<file path="src/rtl/mdu_iter.sv">
// mdu_iter: iterative multiply/divide unit with architectural HI/LO registers.
//   mult: shift-add, one multiplier bit per cycle.
//   div: restoring division, one quotient bit per cycle.
//   mthi/mtlo: write HI/LO directly from operand a, single cycle, never busy.
// Optional feature: define MDU_SIGNED_EN to honour sgn (signed mult/div via magnitudes
// plus a sign fix in FIN). Without it sgn is ignored and no sign logic exists.
// Ports:
//   clk, reset     rising-edge clock, asynchronous active-high reset
//   start, op, sgn request strobe, 00 mult / 01 div / 10 mthi / 11 mtlo, signed select
//   a, b           operands (rs, rt)
//   busy           high in MUL, DIV and FIN
//   done, divzero  one-cycle pulses after hi/lo are updated by mult/div
//   hi, lo         HI/LO registers
module mdu_iter #(
    parameter int unsigned WIDTH   = 32,
    parameter int unsigned CNTBITS = 6
) (
    input  logic             clk,
    input  logic             reset,
    input  logic             start,
    input  logic [1:0]       op,
    input  logic             sgn,
    input  logic [WIDTH-1:0] a,
    input  logic [WIDTH-1:0] b,
    output logic             busy,
    output logic             done,
    output logic             divzero,
    output logic [WIDTH-1:0] hi,
    output logic [WIDTH-1:0] lo
);
    typedef enum logic [1:0] {StIdle, StMul, StDiv, StFin} state_e;

    localparam logic [CNTBITS-1:0] LastCnt = CNTBITS'(WIDTH - 1);

    state_e             state_q, state_d;
    logic [CNTBITS-1:0] count_q, count_d;
    // acc: upper product half / partial remainder; low: multiplier / dividend -> quotient
    logic [WIDTH-1:0]   acc_q, acc_d, low_q, low_d, opb_q, opb_d;
    logic [WIDTH-1:0]   hi_q, hi_d, lo_q, lo_d;
    logic               busy_q, busy_d, done_q, done_d, dz_q, dz_d;
    logic               isdiv_q, isdiv_d, bzero_q, bzero_d;

    logic [WIDTH:0]     add_sum;
    logic [WIDTH:0]     sub_res;
    logic [WIDTH-1:0]   a_mag, b_mag, quo, rem;
    logic [2*WIDTH-1:0] prod;

`ifdef MDU_SIGNED_EN
    logic sa_q, sa_d, sb_q, sb_d;
`else
    logic unused_sgn;
    assign unused_sgn = sgn;
`endif

    always_comb begin
        add_sum = {1'b0, acc_q} + (low_q[0] ? {1'b0, opb_q} : {(WIDTH + 1){1'b0}});
        // Partial remainder is below the divisor, so WIDTH+1 bits hold the shifted value;
        // bit WIDTH of the difference is the borrow.
        sub_res = {acc_q, low_q[WIDTH-1]} - {1'b0, opb_q};
        a_mag   = a;
        b_mag   = b;
        prod    = {acc_q, low_q};
        quo     = low_q;
        rem     = acc_q;
`ifdef MDU_SIGNED_EN
        if (sgn && a[WIDTH-1]) a_mag = -a;
        if (sgn && b[WIDTH-1]) b_mag = -b;
        if (sa_q ^ sb_q) begin
            prod = -{acc_q, low_q};
            quo  = -low_q;
        end
        if (sa_q) rem = -acc_q;
`endif
    end

    always_comb begin
        state_d = state_q;
        count_d = count_q;
        acc_d   = acc_q;
        low_d   = low_q;
        opb_d   = opb_q;
        hi_d    = hi_q;
        lo_d    = lo_q;
        busy_d  = busy_q;
        done_d  = 1'b0;
        dz_d    = 1'b0;
        isdiv_d = isdiv_q;
        bzero_d = bzero_q;
`ifdef MDU_SIGNED_EN
        sa_d    = sa_q;
        sb_d    = sb_q;
`endif
        case (state_q)
            StIdle: begin
                if (start) begin
                    unique case (op)
                        2'b00, 2'b01: begin
                            acc_d   = '0;
                            low_d   = a_mag;
                            opb_d   = b_mag;
                            count_d = '0;
                            busy_d  = 1'b1;
                            isdiv_d = op[0];
                            bzero_d = (b == '0);
                            state_d = op[0] ? StDiv : StMul;
`ifdef MDU_SIGNED_EN
                            sa_d    = sgn & a[WIDTH-1];
                            sb_d    = sgn & b[WIDTH-1];
`endif
                        end
                        2'b10: hi_d = a;
                        2'b11: lo_d = a;
                    endcase
                end
            end
            StMul: begin
                {acc_d, low_d} = {add_sum, low_q[WIDTH-1:1]};
                count_d = count_q + 1'b1;
                if (count_q == LastCnt) state_d = StFin;
            end
            StDiv: begin
                acc_d   = sub_res[WIDTH] ? {acc_q[WIDTH-2:0], low_q[WIDTH-1]} : sub_res[WIDTH-1:0];
                low_d   = {low_q[WIDTH-2:0], ~sub_res[WIDTH]};
                count_d = count_q + 1'b1;
                if (count_q == LastCnt) state_d = StFin;
            end
            StFin: begin
                if (isdiv_q) begin
                    hi_d = rem;
                    lo_d = quo;
                    dz_d = bzero_q;
                end else begin
                    hi_d = prod[2*WIDTH-1:WIDTH];
                    lo_d = prod[WIDTH-1:0];
                end
                done_d  = 1'b1;
                busy_d  = 1'b0;
                state_d = StIdle;
            end
            default: state_d = StIdle;
        endcase
    end

    always_ff @(posedge clk or posedge reset) begin
        if (reset) begin
            state_q <= StIdle;
            count_q <= '0;
            acc_q   <= '0;
            low_q   <= '0;
            opb_q   <= '0;
            hi_q    <= '0;
            lo_q    <= '0;
            busy_q  <= 1'b0;
            done_q  <= 1'b0;
            dz_q    <= 1'b0;
            isdiv_q <= 1'b0;
            bzero_q <= 1'b0;
`ifdef MDU_SIGNED_EN
            sa_q    <= 1'b0;
            sb_q    <= 1'b0;
`endif
        end else begin
            state_q <= state_d;
            count_q <= count_d;
            acc_q   <= acc_d;
            low_q   <= low_d;
            opb_q   <= opb_d;
            hi_q    <= hi_d;
            lo_q    <= lo_d;
            busy_q  <= busy_d;
            done_q  <= done_d;
            dz_q    <= dz_d;
            isdiv_q <= isdiv_d;
            bzero_q <= bzero_d;
`ifdef MDU_SIGNED_EN
            sa_q    <= sa_d;
            sb_q    <= sb_d;
`endif
        end
    end

    assign busy    = busy_q;
    assign done    = done_q;
    assign divzero = dz_q;
    assign hi      = hi_q;
    assign lo      = lo_q;
endmodule

</file>
<file path="config.mk">
export PLATFORM = sky130hd
export DESIGN_NAME = mdu_iter
export DESIGN_NICKNAME = d
export VERILOG_FILES = /design/src/rtl/mdu_iter.sv
export SDC_FILE = /design/constraint.sdc
export NUM_CORES = 1
export LEC_CHECK = 0
export CORE_ASPECT_RATIO = 1.5
export CORE_MARGIN = 4
export CORE_UTILIZATION = 29
export CTS_CLUSTER_SIZE = 30
export DETAILED_ROUTE_END_ITERATION = 7
export PLACE_DENSITY_LB_ADDON = 0.3
export RECOVER_POWER = 100
export SETUP_SLACK_MARGIN = 0.05
export SLEW_MARGIN = 25
export SYNTH_ARGS = -nofsm -noshare
export SYNTH_HDL_FRONTEND = slang
export SYNTH_SLANG_ARGS = --single-unit
</file>
<file path="constraint.sdc">
create_clock -name clk -period 13.35 [get_ports clk]
set_clock_uncertainty 0.1 [all_clocks]
set_input_delay 4.005 -clock clk [delete_from_list [all_inputs] [get_ports clk]]
set_output_delay 4.005 -clock clk [all_outputs]
set_load 0.02 [all_outputs]
</file>
# Word-level counts from Yosys, hierarchy flattened

Cells that the tools add are included.

Word-level logic and storage cells: 71
Bits in writable memories: 0
Flip-flop bits (word level): 173
Input port bits: 70
ROM bits: 0
Output and inout port bits: 67
Bits in latches: 0
Memories kept: 0

Multiplexer cells: 28
Shifts and indexed selects: 0
$mul: 0
Equality and inequality tests: 12
Order comparisons: 0
Bitwise gates (word level): 1
Add/sub/neg operators: 3
Div/mod/pow operators: 0
Reduce and logical (&&, ||, !) cells: 15

Operator list:

| cell                                                                  | number |
|---|---|
| 32-bit two-way mux                                                    | 10 |
| 32-bit one-hot mux with 3 select lines                                | 2 |
| 32-bit one-hot mux with 2 select lines                                | 2 |
| 32-bit by 32-bit adder with 33-bit output                             | 1 |
| 33-bit by 32-bit subtractor with 33-bit output                        | 1 |
| 32-bit logical NOT                                                    | 1 |
| 3-bit AND reduction                                                   | 7 |
| 6-bit two-way mux                                                     | 2 |
| 6-bit one-hot mux with 2 select lines                                 | 1 |
| 2-bit equality test, second input constant                            | 4 |
| 2-bit two-way mux                                                     | 4 |
| 2-bit by 1-bit != test with 1-bit output, second input constant       | 4 |
| 6-bit by 1-bit adder with 6-bit output, second input constant         | 1 |
| 6-bit by 5-bit equality test with 1-bit output, second input constant | 1 |
| 2-bit one-hot mux with 3 select lines                                 | 1 |
| 1-bit two-way mux                                                     | 5 |
| 2-bit by 1-bit equality test with 1-bit output, second input constant | 2 |
| 2-bit logical NOT                                                     | 2 |
| 2-bit nonzero test                                                    | 2 |
| 2-bit OR reduction                                                    | 2 |
| 3-bit nonzero test                                                    | 1 |
| 2-bit != test, second input constant                                  | 1 |
| 1-bit one-hot mux with 2 select lines                                 | 1 |
| 1-bit inverter                                                        | 1 |

# Logic depth before layout (Yosys ltp)

Gate-level depths: netlist of run 1.

Depth in word-level cells: 5
Gate-level depth with buffers: 14

# Worst setup path after synthesis of run 1

OpenSTA, ideal clock, no wires.

Path type: input to register
From: input port op[1]
To: register opb_q[10]
Data arrival time: 5.167 ns
Stages: 4
Setup time: 0.125 ns
Path slack: 7.958 ns
Path through: nand3b_1 clkbuf_1 clkbuf_1 mux2_2

Cells in the longest elaborated chain, start to end: 3
Elaborated cells on any way between the ends: 4
Classes of those cells: eq/ne (1); reduce/logical (3)

RTL lines:

| item                                                                                       | RTL line | text |
|---|---|---|
| start: declaration                                                                         | 21       | `input logic [1:0] op,` |
| 2-bit by 1-bit equality test with 1-bit output / 2-bit logical NOT (equally long branches) | 96       | `unique case (op)` |
| 2-bit OR reduction *                                                                       | 96       |  |
| 3-bit AND reduction (no source line) *                                                     | -        |  |
| end signal: assignment                                                                     | 167      | `opb_q <= opb_d;` |
| end: declaration                                                                           | 38       | `logic [WIDTH-1:0] acc_q, acc_d, low_q, low_d, opb_q, opb_d;` |

Every way passes the cells marked *; elsewhere a longest branch is shown, timed or not.
A chain may end at the register's enable or synchronous reset.

# Worst setup path in the final report of run 1

From: input port op[1]
To: register count_q[4]

Cells in the longest elaborated chain, start to end: 4
Elaborated cells on any way between the ends: 5
Classes of those cells: eq/ne (2); reduce/logical (3)

RTL lines:

| item                                                                                       | RTL line | text |
|---|---|---|
| 2-bit by 1-bit equality test with 1-bit output / 2-bit logical NOT (equally long branches) | 96       |  |
| 2-bit OR reduction *                                                                       | 96       |  |
| 2-bit by 1-bit != test with 1-bit output (no source line) *                                | -        |  |
| 3-bit AND reduction (no source line) *                                                     | -        |  |
| end signal: assignment                                                                     | 164      | `count_q <= count_d;` |
| end: declaration                                                                           | 36       | `logic [CNTBITS-1:0] count_q, count_d;` |

Marks and branches as above.

==> metrics.yaml, run 1 <==
outcome:
  status: "finished, violations left"
  violations: "capacitance limit, slew limit"
global_route:
  grt.overflow.total: 0
  antenna_found_initial: 0
  grt_pass1_vias: 10065
  grt.total_usage: 0.161
  grt_pass1_wl_um: 55600
  grt_max_degree: 101
logic_synthesis:
  syn_inst: 1310
  ys_seq_area_frac: 0.374
  ys_seq_elements: 173
  syn_nets: 1452
  avgSynthCellArea_um2: 8.84
  yosysUniqueCellTypes: 69
  synthArstFlopShare: 1.00
  syn-cell-area_mm2: 0.0116
  synth_edf_count: 0
  yosysWarnings: 0
  dominantRegCellSynth: "dfrtp_1"
placement:
  dp.final_hpwl_um: 26100
  portBuffers: 135
  place_ws_ns: 6.48
  gp_congestion: 0.848
worst_setup_path:
  worstSetupStartpointType: "primary input"
  cp.required_ns: 13.55
  r2r_setup_slack_ns: 8.89
  path_cells: "dlygate4sd3_1 -> nand3b_1 -> clkbuf_1 -> o21a_1 -> buf_4 -> nor3_1 -> a21oi_1 -> o21ai_0"
  crit_buf_inv: 3
  endpoint_kind: "register"
  cp_data_arrival_time_ns: 7.91
  critPathTopFamily: "buffers and inverters"
  crit_path_top_delay_cell: "clkbuf_1"
  crit_fanout: 90
  worst-setup-path-type: "primary input to register"
  cpPeakStageDelay_ns: 1.51
routing:
  ant_nets: 0
  post_drt_wl_per_cell_um: 18.2
  vias: 10061
  dr.first_iter.drc_count: 623
  drt-pass1-iter-count: 5
  wl_um: 34800
  drc: 0
  via_per_inst: 5.26
clocking:
  clk_latency_ns: 0.45
  cts_tree: "built"
  cts.path.max_buffers: 2
  cts-root-buf: "clkbuf_16"
  clkSlewWorstSetupHoldPaths_ns: 0.07
  cts_setup_buffers: 0
  cts_hold_buf: 0
  cts.sinks: 173
  htreeDepth: 4
  cts_buffers: 17
  cts_resized: 0
sta:
  rsz0062_at_grt: "false"
  fin_setup_tns_ns: 0
  tightest_slew_ns: 4.57
  fin_crit_ns: 7.70
  finalSetupViolCount: 0
  fmax_ghz: 0.130
  final_hold_viol_count: 0
  slew_violations: 271
  timing.final.ws_setup_ns: 5.65
  relSlewSlack: -2.05
  fin_crit_sh: 0.577
cells_and_area:
  drive_gt1_frac: 0.0659
  final_nets: 1542
  layout_commonest_cell: "a21oi_1"
  layout_common_cells: "a21oi_1, dfrtp_1, nor2_1"
  syn2layout_area_growth_pct: 20.6
  n_antenna_cell: 0
floorplanning:
  rows: 89
  die_w_um: 171
  fp.coreArea_mm2: 0.0394
  die-area_mm2: 0.0433
  die_h_um: 253
  io_pins: 137
  initial_utilization: 0.294
pwr:
  vdd_drop_max_uv: 126
  leakage_nw: 6.01
  powerDensity_mw_per_mm2: 249
min_path:
  worstHoldPathType: "register to register"
job:
  max-cap-violations: 4
-- worst min-delay path, stage by stage, from the launching register on --
cell,delay (ns)
dfrtp_1,0.34
nor2_1,0.05
a21oi_1,0.10
-- kinds of logic after synthesis --
| family | count (synthesis) | share of synthesized area |
|---|---|---|
| AO/OA/AOI/OAI | 446 | 0.248 |
| adder cells (fa/ha/maj) | 72 | 0.0791 |
| AND/OR/NAND/NOR | 372 | 0.152 |
| multiplexers | 64 | 0.0589 |
| flip-flops | 173 | 0.374 |
| buffers and inverters | 124 | 0.0439 |
| XOR/XNOR | 59 | 0.0446 |
-- where the power goes --
part	switching (mW)	total, mW	internal (mW)
Sequential	0.211	0.975	0.763
Combinational	1.18	1.97	0.795
Clock	0.230	0.537	0.306
Total	1.62	3.48	1.86
-- sequential cells by signal, summed over array words and instances, names as in the netlist --
signal / cells
state_q: 2
low_q: 32
done: 1
busy: 1
count_q: 6
divzero: 1
opb_q: 32
bzero_q: 1
lo: 32
hi: 32
isdiv_q: 1
acc_q: 32
-- cell usage after synthesis (4+ instances only) --
master    instances  area share
nand2b_1          6      0.0032
o21ai_1          18      0.0078
xnor2_1          36       0.027
clkbuf_1         65       0.021
a22oi_1          18       0.012
nor2_1          127       0.041
xor2_1           23       0.017
a211oi_1          8      0.0052
a31oi_1           6      0.0032
inv_1            47       0.015
nand4_1          13      0.0070
o21a_1           10      0.0065
a21oi_1         178       0.077
or3_1             5      0.0027
and3_1           11      0.0059
o31ai_1          38       0.025
nand2_1          95       0.031
o21ai_0          43       0.019
nor3_1            9      0.0039
dfrtp_1         173        0.37
nand3_1          13      0.0056
mux2i_1          31       0.027
a211o_1           5      0.0038
and2_1           38       0.021
a221oi_1         33       0.025
o211ai_1          4      0.0026
o221ai_1         12      0.0091
ha_1             70       0.076
nor2b_1          36       0.019
mux2_2           33       0.032
a21o_1           29       0.019
buf_1             4      0.0013
o21bai_1         13      0.0084
nor4_1            9      0.0049
-- metrics by stage --
stage | instance area (um2) | total power [mW] | std cells | util | hold WS, ns
2_1_floorplan | 11600 | 2.38 | 1310 | - | 0.341
3_3_place_gp | 13400 | 2.97 | 1881 | 0.339 | 0.401
3_5_place_dp | 13400 | 3.01 | 1881 | 0.339 | 0.413
4_1_cts | 14000 | 3.56 | 1912 | 0.355 | 0.428
5_1_grt | 14000 | 3.77 | 1912 | 0.354 | 0.445
6_report | 14000 | 3.48 | 1912 | 0.354 | 0.423
-- final timing paths --
check | cells past startpoint | end | start
setup / recovery | 8 | count_q[4]$_DFFE_PP0P_ | op[1]
hold / removal | 2 | lo[22]$_DFFE_PP0P_ | lo[22]$_DFFE_PP0P_
setup reg to reg | 9 | count_q[4]$_DFFE_PP0P_ | state_q[0]$_DFFE_PP0P_
hold reg to reg | 2 | lo[22]$_DFFE_PP0P_ | lo[22]$_DFFE_PP0P_
max in group asynchronous | 2 | opb_q[7]$_DFFE_PP0P_ | reset
min in group asynchronous | 2 | done$_DFF_PP0_ | reset
-- layout make-up --
class,count,area (um2)
fill,4073,25500
timing repair buffer,147,1430
tap,500,626
clock inverter,11,158
inverter,48,181
sequential,173,4330
multi-input combinational,1013,6780
clock buffer,20,457
-- per-layer routing --
metal | wire [um] | part of all wire | global-route usage
met3 | 1460 | 0.042 | 0.0249
met1 | 14700 | 0.42 | 0.201
met5 | 0 | 0 | 0
met2 | 18100 | 0.52 | 0.288
met4 | 574 | 0.016 | 0.0460
Note: power is estimated with default switching activity, not from simulation.
==> inputs of run 2 (changes only) <==
==> constraint.sdc (replaced) <==
create_clock -name clk -period 7.01 [get_ports clk]
set_clock_uncertainty 0.1 [all_clocks]
set_input_delay 2.103 -clock clk [delete_from_list [all_inputs] [get_ports clk]]
set_output_delay 2.103 -clock clk [all_outputs]
set_load 0.02 [all_outputs]
==> metrics.yaml, run 2 (synthesized netlist as in run 1, its figures left out) <==
min_path:
  worstHoldPathType: "register to register"
  hold_path.startpoint: "lo[19]$_DFFE_PP0P_"
pwr:
  leakage_nw: 6.03  # +0.34%
  share_seq_of_total_power: 0.277  # -0.003
  comb_power_share: 0.567  # about the same
  power.internal_mw: 3.57  # +92%
  totalPowerFinal_mw: 6.68  # +92%
  switching_share: 0.465  # +0.000802
  vdd_drop_max_uv: 294  # +130%
  clkPwrFrac: 0.156  # +0.002
  p_switching_mw: 3.11  # +92%
  powerDensity_mw_per_mm2: 477  # +91%
placement:
  portBuffers: 135  # unchanged
  gp_congestion: 0.863  # +1.8%
  place_ws_ns: 2.11  # -4.38 ns
  dpl_cell_area_mm2: 0.0134  # +0.19%
  dp.final_hpwl_um: 26200  # +0.19%
cells_and_area:
  final_nets: 1542  # unchanged
  layout_commonest_cell: "a21oi_1"
  finalInstanceArea_mm2: 0.0140  # +0.34%
  n_antenna_cell: 0  # unchanged
  syn2layout_area_growth_pct: 21.0
  layout_common_cells: "a21oi_1, dfrtp_1, nor2_1"
  drive_gt1_frac: 0.0679  # +0.00208
sta:
  fin_crit_ns: 5.19
  fin_crit_sh: 0.741
  relSlewSlack: -1.36  # +0.685
  fin_setup_tns_ns: 0  # unchanged
  slew_violations: 206  # -24%
  timing.final.ws_setup_ns: 1.82  # -3.83 ns
  hold_slack_ns: 0.423  # -0.0000530 ns
  fmax_ghz: 0.193
  rsz0062_at_grt: "false"
  final_hold_viol_count: 0  # unchanged
  tightest_slew_ns: 3.52  # -1.05 ns
  finalSetupViolCount: 0  # unchanged
clocking:
  cts_setup_buffers: 0  # unchanged
  htreeDepth: 4  # unchanged
  cts_buffers: 17  # unchanged
  cts_tree: "built"
  cts_hold_buf: 0  # unchanged
  cts-root-buf: "clkbuf_16"
  clkSlewWorstSetupHoldPaths_ns: 0.07  # about the same
  cts_resized: 0  # unchanged
  cts.sinks: 173  # unchanged
  cts.path.max_buffers: 2  # unchanged
  clk_latency_ns: 0.46  # about the same
worst_setup_path:
  endpoint_kind: "register"
  crit_start: "op[0]"
  cp_data_arrival_time_ns: 5.30  # -2.61 ns
  cp.required_ns: 7.12  # -6.43 ns
  path_cells: "dlygate4sd3_1 -> inv_1 -> o21ai_4 -> clkbuf_1 -> a21oi_1"
  critPathTopFamily: "buffers and inverters"
  cpPeakStageDelay_ns: 1.94  # +0.43 ns
  worst-setup-path-type: "primary input to register"
  r2r_start: "low_q[31]$_DFFE_PP0P_"
  crit_fanout: 64  # -29%
  worstSetupStartpointType: "primary input"
  crit_buf_inv: 3  # unchanged
  crit_path_top_delay_cell: "clkbuf_1"
floorplanning:
  die_w_um: 171  # unchanged
  fp.coreArea_mm2: 0.0394  # unchanged
  die_h_um: 253  # unchanged
  rows: 89  # unchanged
  die-area_mm2: 0.0433  # unchanged
  initial_utilization: 0.294  # unchanged
  io_pins: 137  # unchanged
job:
  max-cap-violations: 3  # -1
global_route:
  grt.overflow.total: 0  # unchanged
  grt_max_degree: 99  # -2.0%
  grt_pass1_wl_um: 55900  # +0.52%
  antenna_found_initial: 0  # unchanged
  grt_pass1_vias: 10109  # +0.44%
  grt.total_usage: 0.163  # +0.00142
outcome:
  status: "finished, violations left"
  violations: "capacitance limit, slew limit"
routing:
  ant_nets: 0  # unchanged
  wl_um: 35100  # +0.97%
  drt-pass1-iter-count: 5  # unchanged
  vias: 10090  # +0.29%
  drc: 0  # unchanged
  post_drt_wl_per_cell_um: 18.4  # +0.91%
  dr.first_iter.drc_count: 745  # +20%
  via_per_inst: 5.27  # +0.24%
[run 2: changes by cell type in the layout (fill, tap and decap cells not counted), sizes merged]
cell,change
clkbuf,-2
clkdlybuf4s50,-2
clkinv,+2
dlygate4sd3,+2
buf,+1
[run 2: per-stage QoR]
stage,utilization,std cells
final,0.355,1913
after global routing,0.355,1913
after CTS,0.356,1913
after global placement,0.340,1881
after floorplan,-,1310
after detailed placement,0.340,1881
[run 2: metal layers]
metal,global-route usage,wire [um]
met5,0,0
met4,0.0546,834
met3,0.0272,1610
met2,0.280,17800
met1,0.206,14900
[run 2: final timing paths]
kind,cells past startpoint,slack [ns],end
max,5,1.82,lo[24]$_DFFE_PP0P_
min,2,0.42,lo[19]$_DFFE_PP0P_
max reg2reg,13,2.71,acc_q[18]$_DFFE_PP0P_
min reg2reg,2,0.42,lo[19]$_DFFE_PP0P_
max in group asynchronous,2,2.19,opb_q[26]$_DFFE_PP0P_
min in group asynchronous,2,3.03,done$_DFF_PP0_
[run 2: power groups by stage]
| stage | Clock, mW | Combinational, mW | Sequential (mW) |
|---|---|---|---|
| after floorplan | 0 | 2.58 | 1.96 |
| after global placement | 0 | 3.81 | 1.87 |
| after detailed placement | 0 | 3.87 | 1.89 |
| after CTS | 1.07 | 3.88 | 1.87 |
| after global routing | 1.10 | 4.22 | 1.92 |
| final | 1.04 | 3.79 | 1.85 |
[run 2: final cells by class]
type,instances,area (um2)
flip-flops and latches,173,4330
clock inverters,13,184
repair buffers,147,1460
well taps,500,626
multi-input cells,1013,6780
fillers,4076,25400
clock buffers,19,453
inverters,48,181
[run 2: worst reg2reg max path: stages, from the launching register on]
cell      delay [ns]
dfrtp_1         0.53
inv_1           0.09
ha_1            0.24
fa_1            0.40
nand2b_1        0.19
a21oi_1         0.29
o21a_2          0.28
o21ai_2         0.11
a21bo_2         0.25
a221oi_4        0.62
buf_4           0.52
mux2i_1         0.25
nor2_1          0.05
a221o_1         0.26
